### src/rtl/alu_ctrl_pkg.sv
// Shared encodings for the ALU control path: opcodes, R-type func codes,
// ALU control codes, mul/div op and HI/LO read encodings, decode bundle.
package alu_ctrl_pkg;

  // Opcodes
  localparam logic [5:0] OP_RTYPE = 6'h00;
  localparam logic [5:0] OP_J     = 6'h02;
  localparam logic [5:0] OP_BEQ   = 6'h04;
  localparam logic [5:0] OP_BNE   = 6'h05;
  localparam logic [5:0] OP_ADDI  = 6'h08;
  localparam logic [5:0] OP_ADDIU = 6'h09;
  localparam logic [5:0] OP_SLTI  = 6'h0A;
  localparam logic [5:0] OP_SLTIU = 6'h0B;
  localparam logic [5:0] OP_ANDI  = 6'h0C;
  localparam logic [5:0] OP_ORI   = 6'h0D;
  localparam logic [5:0] OP_XORI  = 6'h0E;
  localparam logic [5:0] OP_LUI   = 6'h0F;
  localparam logic [5:0] OP_LW    = 6'h23;
  localparam logic [5:0] OP_SW    = 6'h2B;

  // R-type func codes
  localparam logic [5:0] F_SLL   = 6'h00;
  localparam logic [5:0] F_SRL   = 6'h02;
  localparam logic [5:0] F_SRA   = 6'h03;
  localparam logic [5:0] F_SLLV  = 6'h04;
  localparam logic [5:0] F_SRLV  = 6'h06;
  localparam logic [5:0] F_SRAV  = 6'h07;
  localparam logic [5:0] F_MFHI  = 6'h10;
  localparam logic [5:0] F_MFLO  = 6'h12;
  localparam logic [5:0] F_MULT  = 6'h18;
  localparam logic [5:0] F_MULTU = 6'h19;
  localparam logic [5:0] F_DIV   = 6'h1A;
  localparam logic [5:0] F_DIVU  = 6'h1B;
  localparam logic [5:0] F_ADD   = 6'h20;
  localparam logic [5:0] F_ADDU  = 6'h21;
  localparam logic [5:0] F_SUB   = 6'h22;
  localparam logic [5:0] F_SUBU  = 6'h23;
  localparam logic [5:0] F_AND   = 6'h24;
  localparam logic [5:0] F_OR    = 6'h25;
  localparam logic [5:0] F_XOR   = 6'h26;
  localparam logic [5:0] F_NOR   = 6'h27;
  localparam logic [5:0] F_SLT   = 6'h2A;
  localparam logic [5:0] F_SLTU  = 6'h2B;

  // ALU control codes for immediate/branch forms
  localparam logic [5:0] CTRL_NONE = 6'h00;
  localparam logic [5:0] CTRL_ADD  = 6'h20;
  localparam logic [5:0] CTRL_SUB  = 6'h22;
  localparam logic [5:0] CTRL_AND  = 6'h24;
  localparam logic [5:0] CTRL_OR   = 6'h25;
  localparam logic [5:0] CTRL_XOR  = 6'h26;
  localparam logic [5:0] CTRL_SLT  = 6'h2A;
  localparam logic [5:0] CTRL_SLTU = 6'h2B;
  localparam logic [5:0] CTRL_LUI  = 6'h3C;

  typedef enum logic [1:0] {
    MD_MULT  = 2'b00,
    MD_MULTU = 2'b01,
    MD_DIV   = 2'b10,
    MD_DIVU  = 2'b11
  } md_op_t;

  typedef enum logic [1:0] {
    HILO_NONE = 2'b00,
    HILO_LO   = 2'b01,
    HILO_HI   = 2'b10
  } hilo_rd_t;

  typedef enum logic {
    ST_IDLE = 1'b0,
    ST_BUSY = 1'b1
  } md_state_t;

  typedef struct packed {
    logic [5:0] ctrl;
    logic       op1_sel;
    logic       illegal;
    logic       is_md;
    md_op_t     md_op;
    hilo_rd_t   hilo_rd;
  } dec_t;

endpackage

### src/rtl/alu_ctrl_dec.sv
// Purely combinational opcode/func decoder feeding the registered stage.
module alu_ctrl_dec
  import alu_ctrl_pkg::*;
#(
  parameter bit MD_EN = 1'b1
) (
  input  logic [5:0] alu_op,
  input  logic [5:0] func,
  output dec_t       dec
);

  // Decode table; every unknown opcode/func falls through to illegal.
  always_comb begin
    dec         = '0;
    dec.md_op   = MD_MULT;
    dec.hilo_rd = HILO_NONE;
    case (alu_op)
      OP_ADDI, OP_ADDIU, OP_LW, OP_SW: dec.ctrl = CTRL_ADD;
      OP_BEQ, OP_BNE:                  dec.ctrl = CTRL_SUB;
      OP_SLTI:                         dec.ctrl = CTRL_SLT;
      OP_SLTIU:                        dec.ctrl = CTRL_SLTU;
      OP_LUI:                          dec.ctrl = CTRL_LUI;
      OP_ORI:                          dec.ctrl = CTRL_OR;
      OP_XORI:                         dec.ctrl = CTRL_XOR;
      OP_ANDI:                         dec.ctrl = CTRL_AND;
      OP_J:                            dec.ctrl = CTRL_NONE;
      OP_RTYPE: begin
        case (func)
          F_ADD, F_ADDU, F_SUB, F_SUBU, F_AND, F_OR, F_XOR, F_NOR,
          F_SLT, F_SLTU, F_SLLV, F_SRLV, F_SRAV: dec.ctrl = func;
          F_SLL, F_SRL, F_SRA: begin
            dec.ctrl    = func;
            dec.op1_sel = 1'b1;
          end
          F_MULT, F_MULTU, F_DIV, F_DIVU: begin
            // The low two func bits line up with the md_op encoding.
            if (MD_EN) begin
              dec.is_md = 1'b1;
              dec.md_op = md_op_t'(func[1:0]);
            end else begin
              dec.illegal = 1'b1;
            end
          end
          F_MFHI: begin
            if (MD_EN) begin
              dec.hilo_rd = HILO_HI;
            end else begin
              dec.illegal = 1'b1;
            end
          end
          F_MFLO: begin
            if (MD_EN) begin
              dec.hilo_rd = HILO_LO;
            end else begin
              dec.illegal = 1'b1;
            end
          end
          default: dec.illegal = 1'b1;
        endcase
      end
      default: dec.illegal = 1'b1;
    endcase
  end

endmodule

### src/rtl/alu_ctrl_seq.sv
// Registered ALU control stage with valid/ready handshake and a mul/div
// sequencer that interlocks HI/LO consumers until the result is written.
module alu_ctrl_seq
  import alu_ctrl_pkg::*;
#(
  parameter bit MD_EN     = 1'b1,
  parameter int MD_CYCLES = 32
) (
  input  logic       i_clk,
  input  logic       i_rst,
  input  logic       i_valid,
  input  logic [5:0] i_aluOp,
  input  logic [5:0] i_func,
  input  logic       i_hold,
  output logic       o_ready,
  output logic       o_valid,
  output logic [5:0] o_aluControl,
  output logic       o_ALUSrc_op1,
  output logic       o_illegal,
  output logic       o_md_start,
  output logic [1:0] o_md_op,
  output logic       o_md_busy,
  output logic       o_md_done,
  output logic [1:0] o_hilo_rd
);

  localparam int              CNT_W      = $clog2(MD_CYCLES);
  localparam logic [CNT_W-1:0] CNT_RELOAD = CNT_W'(MD_CYCLES - 1);
  localparam logic [CNT_W-1:0] CNT_ZERO   = {CNT_W{1'b0}};
  localparam logic [CNT_W-1:0] CNT_ONE    = CNT_W'(1'b1);

  dec_t             dec_s;
  md_state_t        state_r;
  md_state_t        state_nxt_s;
  logic [CNT_W-1:0] cnt_r;
  logic [CNT_W-1:0] cnt_nxt_s;
  logic             cnt_zero_s;
  logic             interlock_s;
  logic             accept_s;
  logic             md_done_nxt_s;

  alu_ctrl_dec #(.MD_EN(MD_EN)) u_dec (
    .alu_op (i_aluOp),
    .func   (i_func),
    .dec    (dec_s)
  );

  // Mul/div and HI/LO reads wait until the running op reaches its last cycle.
  assign cnt_zero_s  = (cnt_r == CNT_ZERO);
  assign interlock_s = (state_r == ST_BUSY) && !cnt_zero_s &&
                       (dec_s.is_md || (dec_s.hilo_rd != HILO_NONE));
  assign o_ready     = !i_hold && !interlock_s;
  assign accept_s    = i_valid && o_ready;

  // Sequencer next state: launch, count down, finish or reload back-to-back.
  always_comb begin
    state_nxt_s   = state_r;
    cnt_nxt_s     = cnt_r;
    md_done_nxt_s = 1'b0;
    case (state_r)
      ST_IDLE: begin
        if (accept_s && dec_s.is_md) begin
          state_nxt_s = ST_BUSY;
          cnt_nxt_s   = CNT_RELOAD;
        end else begin
          state_nxt_s = ST_IDLE;
        end
      end
      ST_BUSY: begin
        if (cnt_zero_s) begin
          md_done_nxt_s = 1'b1;
          if (accept_s && dec_s.is_md) begin
            state_nxt_s = ST_BUSY;
            cnt_nxt_s   = CNT_RELOAD;
          end else begin
            state_nxt_s = ST_IDLE;
          end
        end else begin
          cnt_nxt_s = cnt_r - CNT_ONE;
        end
      end
      default: begin
        state_nxt_s = ST_IDLE;
        cnt_nxt_s   = CNT_ZERO;
      end
    endcase
  end

  // Sequencer state, counter and its status flops; runs even while held.
  always_ff @(posedge i_clk or posedge i_rst) begin
    if (i_rst) begin
      state_r   <= ST_IDLE;
      cnt_r     <= CNT_ZERO;
      o_md_busy <= 1'b0;
      o_md_done <= 1'b0;
    end else begin
      state_r   <= state_nxt_s;
      cnt_r     <= cnt_nxt_s;
      o_md_busy <= (state_nxt_s == ST_BUSY);
      o_md_done <= md_done_nxt_s;
    end
  end

  // Output register: load on accept, freeze on hold, start is a pure pulse.
  always_ff @(posedge i_clk or posedge i_rst) begin
    if (i_rst) begin
      o_valid      <= 1'b0;
      o_aluControl <= 6'h00;
      o_ALUSrc_op1 <= 1'b0;
      o_illegal    <= 1'b0;
      o_md_start   <= 1'b0;
      o_md_op      <= 2'b00;
      o_hilo_rd    <= 2'b00;
    end else if (i_hold) begin
      o_md_start   <= 1'b0;
    end else if (accept_s) begin
      o_valid      <= 1'b1;
      o_aluControl <= dec_s.ctrl;
      o_ALUSrc_op1 <= dec_s.op1_sel;
      o_illegal    <= dec_s.illegal;
      o_md_start   <= dec_s.is_md;
      o_md_op      <= dec_s.md_op;
      o_hilo_rd    <= dec_s.hilo_rd;
    end else begin
      o_valid      <= 1'b0;
      o_md_start   <= 1'b0;
    end
  end

endmodule

### config.mk
export PLATFORM = sky130hd
export DESIGN_NAME = alu_ctrl_seq
export DESIGN_NICKNAME = d
export VERILOG_FILES = /design/src/rtl/alu_ctrl_pkg.sv /design/src/rtl/alu_ctrl_dec.sv /design/src/rtl/alu_ctrl_seq.sv
export SDC_FILE = /design/constraint.sdc
export NUM_CORES = 1
export LEC_CHECK = 0
export CAP_MARGIN = 10
export CORE_UTILIZATION = 40
export CTS_BUF_LIST = sky130_fd_sc_hd__clkbuf_8
export DETAILED_ROUTE_END_ITERATION = 6
export GPL_TIMING_DRIVEN = 0
export PLACE_DENSITY = 0.77
export SYNTH_ARGS = -nofsm -noshare
export SYNTH_HDL_FRONTEND = slang
export SYNTH_SLANG_ARGS = --single-unit
### constraint.sdc
create_clock -name i_clk -period 1.8 [get_ports i_clk]
set_input_delay 0.27 -clock i_clk [delete_from_list [all_inputs] [get_ports i_clk]]
set_output_delay 0.27 -clock i_clk [all_outputs]
set_load 0.005 [all_outputs]
## Yosys cells after proc, flatten, opt, wreduce, memory -nomap -nowiden

Cells that the tools add are included.

| operators by class | value |
|---|---|
| bitwise logic cells | 2 |
| mux-type cells | 20 |
| equality and inequality tests | 34 |
| reduce and logical (&&, ||, !) cells | 21 |
| add/sub/neg operators | 1 |

Operators by type and width:

| kind | number |
|---|---|
| $eq A6 B6 Y1 const B | 12 |
| $pmux W6 S9 | 1 |
| $eq A6 B4 Y1 const B | 8 |
| $eq A6 B5 Y1 const B | 6 |
| $eq A6 B3 Y1 const B | 5 |
| $reduce_or A22 Y1 | 1 |
| $eq A6 B2 Y1 const B | 3 |
| $reduce_or A16 Y1 | 1 |
| $mux W5 | 3 |
| $reduce_or A13 Y1 | 1 |
| $logic_not A6 Y1 | 2 |
| $mux W1 | 10 |
| $pmux W5 S2 | 1 |
| $reduce_or A4 Y1 | 2 |
| $mux W6 | 1 |
| $logic_and A1 B1 Y1 | 5 |
| $logic_not A5 Y1 | 1 |
| $sub A5 B1 Y5 const B | 1 |
| $pmux W1 S2 | 2 |
| $pmux W2 S2 | 1 |
| $logic_not A1 Y1 | 3 |
| $mux W3 | 1 |
| $reduce_or A3 Y1 | 1 |
| $not A1 Y1 | 2 |
| other kinds (4) | 4 |

| storage, ports and cells | value |
|---|---|
| flip-flop bits (word level) | 21 |
| output and inout bits | 17 |
| input bits | 16 |

## Logic depth before layout (Yosys ltp)

| depth | value |
|---|---|
| word-level depth | 14 |
| mapped depth | 9 |

## Hierarchy

Synthesis repeated with hierarchy kept, for this count alone.

| unflattened totals | value |
|---|---|
| cell total of the unflattened synthesis | 120 |
| area total of the unflattened synthesis | 1188.6 sq um |

By module, submodules not included:

| module | seq. area each (sq um) | cells an instance | area an instance (sq um) | instances |
|---|---|---|---|---|
| alu_ctrl_seq | 525.5 | 76 | 897.1 | 1 |
| alu_ctrl_dec | 0.0 | 44 | 291.5 | 1 |

## Worst setup path before layout

OpenSTA, ideal clock, no wires.

| timing path | value |
|---|---|
| kind | reg-to-reg |
| start point | register cnt_r[0] |
| end point | register o_ALUSrc_op1 |
| stages on the path, launching flop included | 9 |
| clock period less this slack | 1.795 ns |
| required time | 1.696 ns |
| path slack | 0.005 ns |
| data arrival time | 1.691 ns |
| buffers on the path | 2 |
| cell sequence | dfrtp_1 inv_1 ha_1 nor4b_2 nor2b_1 buf_6 a311o_1 buf_6 o41ai_2 |

| between the ends | value |
|---|---|
| cells in the longest elaborated chain, start to end | 8 |

RTL lines:

| element | RTL line | text |
|---|---|---|
| start: declaration | alu_ctrl_seq.sv:35 | `logic [CNT_W-1:0] cnt_r;` |
| start signal: assignment | alu_ctrl_seq.sv:98 | `cnt_r <= cnt_nxt_s;` |
| $logic_not A5 Y1 | alu_ctrl_seq.sv:49 | `assign cnt_zero_s = (cnt_r == CNT_ZERO);` |
| $logic_not A1 Y1 | alu_ctrl_seq.sv:50 | `assign interlock_s = (state_r == ST_BUSY) && !cnt_zero_s &&` |
| $logic_and A1 B1 Y1 (2 in a row) | alu_ctrl_seq.sv:50 |  |
| $logic_not A1 Y1 | alu_ctrl_seq.sv:52 | `assign o_ready = !i_hold && !interlock_s;` |
| $logic_and A1 B1 Y1 | alu_ctrl_seq.sv:52 |  |
| $logic_and A1 B1 Y1 | alu_ctrl_seq.sv:53 | `assign accept_s = i_valid && o_ready;` |
| $reduce_and A2 Y1 (no source line) | n/a |  |
| end signal: assignment | alu_ctrl_seq.sv:119 | `o_ALUSrc_op1 <= dec_s.op1_sel;` |
| end: declaration | alu_ctrl_seq.sv:18 | `output logic o_ALUSrc_op1,` |

No other way between the ends.
A chain may end at the register's enable or synchronous reset.

## Worst setup path in the final report

Ends and elaborated chain as after synthesis.

==> summary.txt <==
Floorplan
  – Die ar.: between 3000 and 4000 um2
  – Die span in y: about 56 um
  – I/O Pins: 33
  – Cell Rows: 19
  – Core footprint: ~2800 um2
  – Starting density of the core: 42.0%
  – Die Wd: approximately 56 um

Setup path
  – Critical Path RT: approximately 2 ns
  – Crit-path max FO: 5
  – Worst path arrival time: ~2 ns
  – Critical Path, Cell by Cell: inv_2 > ha_4 > nor4b_4 > nor2b_4 > a311o_2 > buf_6 > o41ai_2
  – Critical Path Start Type: flip-flop
  – Worst path top cell family by delay: compound AO/OA/AOI/OAI gates
  – Critical path's slowest cell: dfrtp_1
  – Worst setup path category: flip-flop to flip-flop
  – WP buf/inv: 2
  – Critical Path Max Stage Delay: ~0.4 ns
  – Crit end category: flip-flop

STA
  – F_max: between 500 and 600 MHz
  – Max-slew violation count: 0
  – Final setup margin: -0.0637 ns
  – Final critical-path required period: around 1.9 ns
  – Hold Vio Cnt, Final: 0
  – Max-slew headroom: a little under half
  – Final setup violation count: 4
  – Setup TNS: -0.0880 ns
  – Slew at the pin closest to its max-slew limit: 0.794 ns
  – Clock skew: between 0.002 and 0.003 ns
  – RSZ-0062 raised after global routing: yes
  – Final worst path period share: 104%

Yosys
  – Post-synthesis compound-gate area fraction: 20.5%
  – Combinational family with the most area after synthesis: simple AND/OR/NAND/NOR gates
  – Post-Syn Area: around 1200 um2
  – Adder-cell area share of the yosys netlist: under 10%
  – Yosys cell types: 36
  – Yosys warnings: 0
  – Synth Flop Type: dfrtp_1
  – Sequential share of the synthesized area: between 40% and 50%
  – Gate Count Post-Synth: between 100 and 150
  – XOR/XNOR Fraction of Synth Area: under 10%
  – Syn avg cell area: around 9 um2
  – Asr flop ratio synth: 100%
  – #FFs+latches synth: 21
  – Number of synthesized flops with an enable pin: 0
  – Syn Nets: around 150
  – Mux cell area share after synthesis: 0%
  – Simple-gate share of the synthesized area: between 20% and 30%

Routing
  – Residual DRC count: 0
  – Antenna viol nets, final: 0
  – DR iter-0 viols: 53
  – First-pass iteration count of the detailed router: 4
  – Final WL: 3500 um
  – Vias per cell: approximately 5.8
  – Routed wire per std cell: around 17 um
  – Via count: 1,202

Clock tree
  – CTS H-tree lvls: 1
  – CTS sink cnt: 21
  – Clk_lat worst skew: around 0.26 ns
  – # hold bufs at CTS: 0
  – Worst-path clk slew: 0.08 ns
  – CTS Buffer Depth: 2
  – Clock root cell: clkbuf_8
  – CTS tree: done
  – CTS buffer count: 3

Power
  – Leakage: around 0.84 nW
  – Power per cell area: 550 nW/um2
  – Maximum VDD drop: between 0.0004 and 0.0005 V

Place
  – Worst slack at placement: -0.618 ns
  – GP Congestion: 0.789
  – Dpl hpwl: 2060 um
  – Placed instance area: roughly 1500 um2
  – PortBufs: 30

Global routing
  – Largest net degree at the start of global routing: 22
  – Global-route wire length before repair: between 4000 and 5000 um
  – GRT Residual Overflow: 0
  – Number of global-route vias before repair: roughly 1,100
  – GRT Total Usage: between 10% and 20%
  – Initial antenna violation count: 0

Outcome
  – Failing checks: negative setup slack
  – Status: complete, but fails checks

Layout
  – Diode count: 0
  – Share of layout cells above drive strength 1: between 20% and 30%
  – Fill cells: about 210
  – Final Net Count: 197
  – Finished Cell Area: around 1800 um2
  – Area Overhead vs Synth: 54.9%

Job
  – Max_cap viols: 0

Min path
  – Min-delay worst type: input port to flip-flop
## stage by stage
step / power, mW / hold slack, ns / utilization, % / std cells
CTS: 0.969 / 0.379 / 60.8 / 205
detailed placement: 0.644 / 0.473 / 54.3 / 190
floorplan: 0.566 / 0.247 / - / 129
global route: 1.03 / 0.387 / 65.1 / 209
global placement: 0.638 / 0.463 / 54.3 / 190
finish: 0.987 / 0.373 / 65.1 / 209
## area by class of cell
class	instances	area (um2)	share of cell area, %
buffer	5	37.5	2.09
clock buffer	3	41.3	2.30
clock inverter	1	5.00	0.279
inverter	6	22.5	1.26
multi-input combinational	96	694	38.7
sequential	21	526	29.3
tap	31	38.8	2.16
timing repair buffer	46	429	23.9
## worst register-to-register path, cell delays in order (launching register included)
cell and delay [ns]:
dfrtp_1 0.40, inv_2 0.10, ha_4 0.14, nor4b_4 0.26
nor2b_4 0.10, a311o_2 0.40, buf_6 0.16, o41ai_2 0.21
## synth_stat cells (2+ instances only)
| master | number | share of area (%) |
|---|---|---|
| dfrtp_1 | 21 | 45 |
| nand2_1 | 19 | 6.2 |
| o21ai_0 | 11 | 4.8 |
| nor2_1 | 10 | 3.2 |
| a21oi_1 | 9 | 3.9 |
| a31oi_1 | 7 | 3.8 |
| inv_1 | 6 | 1.9 |
| nand2b_1 | 4 | 2.2 |
| and3_1 | 3 | 1.6 |
| buf_2 | 3 | 1.3 |
| and2_1 | 2 | 1.1 |
| buf_6 | 2 | 1.9 |
| ha_1 | 2 | 2.2 |
| nand3_1 | 2 | 0.86 |
| nand4_1 | 2 | 1.1 |
| nor2b_1 | 2 | 1.1 |
| nor3_1 | 2 | 0.86 |
| nor3b_1 | 2 | 1.3 |
| or3_1 | 2 | 1.1 |
| xor2_1 | 2 | 1.5 |
## per-layer routing
metal | wire length [um] | global-route usage, % | part of all wire [%] | vias to the layer above
li1 | - | - | - | 555
met1 | 1370 | 25.6 | 39 | 582
met2 | 1840 | 34.8 | 52 | 54
met3 | 211 | 1.63 | 6.0 | 11
met4 | 88 | 6.27 | 2.5 | 0
met5 | 0 | 0 | 0 | -
## report_power, final
| part | switching, mW | internal [mW] |
|---|---|---|
| logic | 0.0951 | 0.0866 |
| registers | 0.00780 | 0.482 |
| clock network | 0.162 | 0.154 |
| total | 0.265 | 0.723 |
## state kept, by name, summed over array words and instances (netlist names)
| name | flops |
|---|---|
| o_ALUSrc_op1 | 1 |
| o_md_start | 1 |
| o_md_done | 1 |
| o_valid | 1 |
| cnt_r | 5 |
| o_hilo_rd | 2 |
| o_aluControl | 6 |
| o_md_op | 2 |
| o_illegal | 1 |
| state_r | 1 |
## cell usage in the layout (no fill, tap or decap), types with 2 or more instances in the layout
cell type and instances:
and2_1 2, clkdlybuf4s50_1 22, inv_2 2, xor2_1 2, nand3_1 2, and3_1 3, dlygate4sd2_1 3, buf_2 4
buf_6 4, nand2_2 6, nor3_1 2, a31oi_1 6, inv_1 4, buf_4 14, or3_1 2, nand4_1 2
nand2b_1 3, nor2_1 10, clkbuf_8 3, nand2_1 12, o21ai_2 4, dlymetal6s2s_1 4, dfrtp_1 21, o21ai_1 6
a21oi_1 8
## cell families after synthesis
| family | after synthesis |
|---|---|
| AND/OR/NAND/NOR | 54 |
| buffers and inverters | 12 |
| flip-flops | 21 |
| adder cells (fa/ha/maj) | 2 |
| AO/OA/AOI/OAI | 37 |
| XOR/XNOR | 3 |
## repair_timing
action	in CTS	in global routing
gates resized for setup	18	37
endpoints found under the setup margin	14	15
setup buffers	11	3
pin swaps	3	4
gates cloned	0	2
## final timing paths
path / start / cells past startpoint / slack [ns] / to
setup / recovery: cnt_r[0] / 7 / -0.06 / o_ALUSrc_op1
hold / removal: i_aluOp[1] / 3 / 0.37 / o_aluControl[4]
setup reg to reg: cnt_r[0] / 7 / -0.06 / o_ALUSrc_op1
hold reg to reg: o_valid / 2 / 0.48 / o_valid
max in group asynchronous: i_rst / 2 / 0.86 / o_md_done
min in group asynchronous: i_rst / 2 / 0.45 / o_hilo_rd[0]
Note: power is estimated with default switching activity, not from simulation.
